## src/rtl/somatorio_arbiter_if.sv

```systemverilog
// Bus between the requesters / somatorio_control (master side) and the round-robin arbiter (slave side).
// req is a level held until its done/err pulse; iniciar, pronto, erro, done, err and timeout are one-cycle pulses.
interface somatorio_arbiter_if #(
  parameter int N_REQ = 4,
  parameter int SEL_W = 2
) ();
  logic [N_REQ-1:0] req;
  logic [N_REQ-1:0] gnt;
  logic [SEL_W-1:0] sel;
  logic             busy;
  logic             iniciar;
  logic             pronto;
  logic             erro;
  logic [N_REQ-1:0] done;
  logic [N_REQ-1:0] err;
  logic             timeout;

  modport master (
    output req, pronto, erro,
    input  gnt, sel, busy, iniciar, done, err, timeout
  );

  modport slave (
    input  req, pronto, erro,
    output gnt, sel, busy, iniciar, done, err, timeout
  );
endinterface

```

## src/rtl/somatorio_arbiter.sv

```systemverilog
// Round-robin arbiter sharing one somatorio unit among N_REQ requesters (IDLE->LAUNCH->WAIT->RELEASE).
// Optional WAIT watchdog enabled by defining SOMATORIO_ARB_TIMEOUT_EN.
module somatorio_arbiter #(
  parameter int N_REQ       = 4,
  parameter int SEL_W       = 2,
  parameter int TIMEOUT_CYC = 16
) (
  input  logic              clk,
  input  logic              reset_n,
  somatorio_arbiter_if.slave bus,
  output logic [1:0]        state_dbg
);

  if (SEL_W != $clog2(N_REQ) || N_REQ < 2 || N_REQ > 8 || TIMEOUT_CYC < 1) begin : g_param_check
    $error("somatorio_arbiter: inconsistent N_REQ/SEL_W/TIMEOUT_CYC");
  end

  typedef enum logic [1:0] {
    S_IDLE    = 2'd0,
    S_LAUNCH  = 2'd1,
    S_WAIT    = 2'd2,
    S_RELEASE = 2'd3
  } state_t;

  state_t           state;
  logic [SEL_W-1:0] ptr;
  logic [SEL_W-1:0] winner;
  logic [SEL_W-1:0] next_ptr;
  logic [SEL_W:0]   scan_sum;
  logic [SEL_W-1:0] scan_idx;
  logic             found;
  logic [N_REQ-1:0] winner_oh;

`ifdef SOMATORIO_ARB_TIMEOUT_EN
  localparam int CNT_W = $clog2(TIMEOUT_CYC + 1);
  logic [CNT_W-1:0] wait_cnt;
`endif

  assign state_dbg = state;
  assign next_ptr  = (bus.sel == SEL_W'(N_REQ - 1)) ? '0 : bus.sel + 1'b1;

  // Scan ptr, ptr+1, ... (mod N_REQ); first requester found wins.
  always_comb begin
    winner    = '0;
    found     = 1'b0;
    scan_sum  = '0;
    scan_idx  = '0;
    for (int i = 0; i < N_REQ; i++) begin
      scan_sum = {1'b0, ptr} + (SEL_W + 1)'(i);
      if (scan_sum >= (SEL_W + 1)'(N_REQ)) begin
        scan_sum = scan_sum - (SEL_W + 1)'(N_REQ);
      end
      scan_idx = scan_sum[SEL_W-1:0];
      if (!found && bus.req[scan_idx]) begin
        found  = 1'b1;
        winner = scan_idx;
      end
    end
    winner_oh         = '0;
    winner_oh[winner] = 1'b1;
  end

  always_ff @(posedge clk or negedge reset_n) begin
    if (!reset_n) begin
      state       <= S_IDLE;
      ptr         <= '0;
      bus.gnt     <= '0;
      bus.sel     <= '0;
      bus.busy    <= 1'b0;
      bus.iniciar <= 1'b0;
      bus.done    <= '0;
      bus.err     <= '0;
      bus.timeout <= 1'b0;
`ifdef SOMATORIO_ARB_TIMEOUT_EN
      wait_cnt    <= '0;
`endif
    end else begin
      bus.done    <= '0;
      bus.err     <= '0;
      bus.timeout <= 1'b0;
      case (state)
        S_IDLE: begin
          if (found) begin
            bus.gnt     <= winner_oh;
            bus.sel     <= winner;
            bus.busy    <= 1'b1;
            bus.iniciar <= 1'b1;
            state       <= S_LAUNCH;
          end
        end
        S_LAUNCH: begin
          bus.iniciar <= 1'b0;
          state       <= S_WAIT;
`ifdef SOMATORIO_ARB_TIMEOUT_EN
          wait_cnt    <= '0;
`endif
        end
        S_WAIT: begin
          // gnt is one-hot at bit sel, so it doubles as the pulse mask.
          if (bus.erro) begin
            bus.err <= bus.gnt;
            state   <= S_RELEASE;
          end else if (bus.pronto) begin
            bus.done <= bus.gnt;
            state    <= S_RELEASE;
          end
`ifdef SOMATORIO_ARB_TIMEOUT_EN
          else if (wait_cnt == CNT_W'(TIMEOUT_CYC - 1)) begin
            bus.err     <= bus.gnt;
            bus.timeout <= 1'b1;
            state       <= S_RELEASE;
          end else begin
            wait_cnt <= wait_cnt + 1'b1;
          end
`endif
        end
        S_RELEASE: begin
          bus.gnt  <= '0;
          bus.busy <= 1'b0;
          ptr      <= next_ptr;
          state    <= S_IDLE;
        end
        default: state <= S_IDLE;
      endcase
    end
  end

endmodule
```

## src/flat_wrapper.sv

```systemverilog
// flat-port wrapper written by rule: the top's interface ports become plain ports
module somatorio_arbiter_flat 
#(
  parameter int N_REQ       = 4,
  parameter int SEL_W       = 2,
  parameter int TIMEOUT_CYC = 16
)
  (clk, reset_n, state_dbg, bus_req, bus_pronto, bus_erro, bus_gnt, bus_sel, bus_busy, bus_iniciar, bus_done, bus_err, bus_timeout);
  somatorio_arbiter_if #(.N_REQ(N_REQ), .SEL_W(SEL_W)) bus_i ();
  input  logic clk;
  input  logic reset_n;
  output logic [1:0] state_dbg;
  input wire logic [$bits(bus_i.req)-1:0] bus_req;
  input wire logic [$bits(bus_i.pronto)-1:0] bus_pronto;
  input wire logic [$bits(bus_i.erro)-1:0] bus_erro;
  output wire logic [$bits(bus_i.gnt)-1:0] bus_gnt;
  output wire logic [$bits(bus_i.sel)-1:0] bus_sel;
  output wire logic [$bits(bus_i.busy)-1:0] bus_busy;
  output wire logic [$bits(bus_i.iniciar)-1:0] bus_iniciar;
  output wire logic [$bits(bus_i.done)-1:0] bus_done;
  output wire logic [$bits(bus_i.err)-1:0] bus_err;
  output wire logic [$bits(bus_i.timeout)-1:0] bus_timeout;
  assign bus_i.req = bus_req;
  assign bus_i.pronto = bus_pronto;
  assign bus_i.erro = bus_erro;
  assign bus_gnt = bus_i.gnt;
  assign bus_sel = bus_i.sel;
  assign bus_busy = bus_i.busy;
  assign bus_iniciar = bus_i.iniciar;
  assign bus_done = bus_i.done;
  assign bus_err = bus_i.err;
  assign bus_timeout = bus_i.timeout;
  somatorio_arbiter #(.N_REQ(N_REQ), .SEL_W(SEL_W), .TIMEOUT_CYC(TIMEOUT_CYC)) u_core (.clk(clk), .reset_n(reset_n), .bus(bus_i), .state_dbg(state_dbg));
endmodule
```

## config.mk

```make
export PLATFORM = sky130hd
export DESIGN_NAME = somatorio_arbiter_flat
export DESIGN_NICKNAME = d
export VERILOG_FILES = /design/src/rtl/somatorio_arbiter_if.sv /design/src/rtl/somatorio_arbiter.sv /design/src/flat_wrapper.sv
export SDC_FILE = /design/constraint.sdc
export NUM_CORES = 1
export LEC_CHECK = 0
export BUFFER_PORTS_ARGS = -buffer_cell sky130_fd_sc_hd__buf_4
export CORE_MARGIN = 4
export CORE_UTILIZATION = 35
export CTS_CLUSTER_DIAMETER = 120
export DETAILED_ROUTE_END_ITERATION = 12
export GPL_TIMING_DRIVEN = 0
export RECOVER_POWER = 50
export SETUP_SLACK_MARGIN = 0.15
export SYNTH_ARGS = -nofsm -noshare
export SYNTH_HDL_FRONTEND = slang
export SYNTH_SLANG_ARGS = --single-unit
```

## constraint.sdc

```tcl
create_clock -name clk -period 1.8 [get_ports clk]
set_clock_uncertainty 0.2 [all_clocks]
set_input_delay 0.45 -clock clk [delete_from_list [all_inputs] [get_ports clk]]
set_output_delay 0.45 -clock clk [all_outputs]
set_load 0.05 [all_outputs]
```

==> metrics.log <==
[metrics] run status: finished, final reports clean
[metrics] Worst Slack Setup Final: between 100 and 150 ps
[metrics] pin count of the biggest net entering global routing: 21
[metrics] Cell variety after synth: 29
[metrics] top-level I/O count: 27
[metrics] main area contributors after synthesis: dfrtp_1 (52%), ha_1 (7.9%), and3_1 (5.2%)
[metrics] floorplan die area: 3620 µm²
[metrics] Num CTS Buffers: 3
[metrics] wire length of the first global-routing pass: roughly 3300 µm
[metrics] sequential fraction of the synthesis area: a little over half
[metrics] crit-path max FO: 6
[metrics] Detailed Route Iter0 Violations: 3
[metrics] CP peak stage delay: a little under 500 ps
[metrics] final wirelength: between 1500 and 2000 µm
[metrics] number of fill cells in the layout: around 230
[metrics] CTS H-Tree Depth: 1
[metrics] Power per Cell Area: 1850 nW/µm²
[metrics] estimated wirelength of the detail-placed design: 1490 µm
[metrics] total design power: roughly 2.5 mW
[metrics] remaining antenna violation count after routing: 0
[metrics] flip-flop and latch count after synthesis: 20
[metrics] achievable frequency: a little under 600 MHz
[metrics] Worst VDD drop: 904 µV
[metrics] Setup CP Type: flop to flop
[metrics] cell family with most CP delay: flip-flops
[metrics] largest buffer count on any clock path: 2
[metrics] number of hold violations in the final report: 0
[metrics] Non-Filler Cell Area, Final: between 1000 and 1500 µm²
[metrics] Wirelength per Cell: 12.8 µm
[metrics] post-detailed-route DRC marker count: 0
[metrics] cell leakage power: about 0.7 nW
[metrics] die span in y: around 60 µm
[metrics] post-detailed-placement cell area: roughly 1200 µm²
[metrics] via count of the first global-routing pass: 731
[metrics] weighted congestion reported at the end of routability-driven placement: roughly 0.71
[metrics] antenna cell count: 0
[metrics] number of nets in the layout: 136
[metrics] post-route worst hold slack: around 210 ps
[metrics] WP buf/inv: 1
[metrics] number of antenna violations at the first check in global routing: 0
[metrics] max-capacitance violation count: 0
[metrics] Post-Syn Area per Cell: ~11 µm²
[metrics] unrepaired setup endpoints after global routing: true
[metrics] TritonCTS sink count: 20
[metrics] minimum period implied by the final worst setup slack: approximately 1700 ps
[metrics] final clock period utilization by the worst path: 93.3%
[metrics] total congestion overflow after global routing: 0
[metrics] Data required, critical path: 1800 ps
[metrics] count of TritonRoute iterations in the first routing pass: 4
[metrics] layout cell share with drive strength beyond 1: a little under half
[metrics] std cell rows: 18
[metrics] clock root buffer master: clkbuf_4
[metrics] Syn-to-layout area delta: 42.5%
[metrics] Syn Inst Count: 84
[metrics] Total GRT Usage: about 12%
[metrics] post-route non-filler standard cell count: roughly 150
[metrics] standard cell core area: about 2500 µm²
[metrics] instance count after placement with tap cells included: roughly 140
[metrics] data arrival time of the critical path: roughly 1700 ps
[metrics] Buffers on Ports: 25
[metrics] width of the die: ~60 µm
[metrics] worst setup timing slack at the placement stage: -15.7 ps
[metrics] final core occ: a little over half
[metrics] combined area of all synthesized cells: ~950 µm²
[metrics] setup TNS after final layout: 0 ps
[metrics] initial cell density of the core: 37.5%
[metrics] fin. max-slew vios: 0
[metrics] Worst-Skew Late Latency: around 300 ps
[metrics] vias per std cell: ~4.9
[metrics] type of destination of the critical path: flop
[metrics] crit path cell chain: inv_4 -> ha_4 -> and2_4 -> or2_4 -> a32o_2
[metrics] number of setup violations in the final report: 0
[metrics] dominant cell type by area after synthesis: dfrtp_1
[metrics] TritonCTS clock tree: done
[metrics] class of the tightest hold or removal check: input pin to flop
[metrics] clock edge transition at the registers on the reported setup and hold paths: between 100 and 150 ps
[metrics] startpoint types: flop
[metrics] top-area cell type share of the netlist area: 52.5%
[metrics] total nets after synthesis: 98
[metrics] total number of vias: around 740
[metrics] library cell contributing the largest single delay on the critical path: dfrtp_1
[metrics] Yosys Warn Count: 0
-- area by class of cell --
class	count	area, µm²	area share [%]
clock buffers	3	22.5	1.66
multi-input cells	59	483	35.5
flip-flops and latches	20	503	37.0
inverters	4	20.0	1.47
clock inverters	1	30.0	2.21
repair buffers	33	255	18.8
plain buffers	1	7.51	0.552
well taps	30	37.5	2.76
-- power by group --
| group | total (mW) | internal [mW] | leakage [nW] | switching (mW) |
|---|---|---|---|---|
| registers | 0.744 | 0.597 | 0.260 | 0.147 |
| clock network | 0.369 | 0.225 | 0.0279 | 0.144 |
| logic | 1.41 | 0.584 | 0.407 | 0.821 |
| total | 2.52 | 1.41 | 0.694 | 1.11 |
-- per-layer routing --
layer  GRT usage [%]  up-vias  part of all wire, %
met1            15.6      347                   45
met3            3.02        4                  7.6
met4            3.80        0                  1.1
met5               0        -                    0
met2            20.2       21                   47
li1                -      367                    -
-- path summary, 6_finish.rpt --
path	from	endpoint	slack, ps	depth (start not counted)
min in group asynchronous	reset_n	u_core.bus.done[2]	420	2
max in group asynchronous	reset_n	u_core.state_dbg[1]	630	2
setup / recovery	u_core.state_dbg[0]	u_core.bus.gnt[0]	120	5
setup reg to reg	u_core.state_dbg[0]	u_core.bus.gnt[0]	120	5
hold / removal	bus_pronto	u_core.bus.done[1]	210	2
hold reg to reg	u_core.bus.iniciar	u_core.bus.iniciar	330	2
-- synthesized netlist by cell type --
cell	instances
o32a_1	1
and3_1	8
and2_4	1
o31ai_2	1
o2bb2ai_1	1
nor4_4	1
o31ai_1	1
buf_4	1
o22ai_2	1
o21ai_0	3
dfrtp_1	20
nand2b_1	3
or2_1	1
a32o_1	2
or3_4	1
a21oi_2	1
inv_1	4
nand2_1	6
a21oi_1	3
conb_1	1
nor2b_1	2
o21a_1	1
o21ai_1	3
mux2_1	1
mux2_4	1
nor3_1	1
nor2_1	7
mux2i_1	1
ha_1	6
-- cell usage in the layout (no fill, tap or decap), types with 2 or more instances in the layout --
cell type	instances
nand2b_1	3
o21ai_0	4
inv_4	2
buf_6	2
buf_4	30
nor2_1	6
clkbuf_4	3
ha_1	3
dfrtp_2	2
nand2_1	6
ha_4	2
inv_1	2
and3_1	8
a21oi_1	3
dfrtp_1	18
-- registers in the layout (all words and copies together) (netlist names) --
register and cells:
u_core.bus.busy 1, u_core.bus.done 4, u_core.bus.err 4, u_core.bus.gnt 4, u_core.bus.iniciar 1, u_core.bus.sel 2, u_core.ptr 2, u_core.state_dbg 2
-- cells by family (layout without fill, tap and decap cells) --
logic type	count (synthesis)	in the layout	share of synthesized area [%]
simple gates	31	31	19.2
flops	20	20	52.5
compound gates	18	18	13.9
fa+ha+maj	6	6	7.87
buf+inv	5	42	2.36
mux	3	3	3.81
other cells	1	1	0.393
-- timing repair --
| item | in CTS | in global routing |
|---|---|---|
| hold buffers | 1 | 0 |
| pin swaps | 3 | 1 |
| endpoints found under the hold margin | 20 | 0 |
| resized for setup | 2 | 8 |
| endpoints found under the setup margin | 2 | 10 |
| setup buffers | 3 | 4 |
Note: power is estimated with default switching activity, not from simulation.
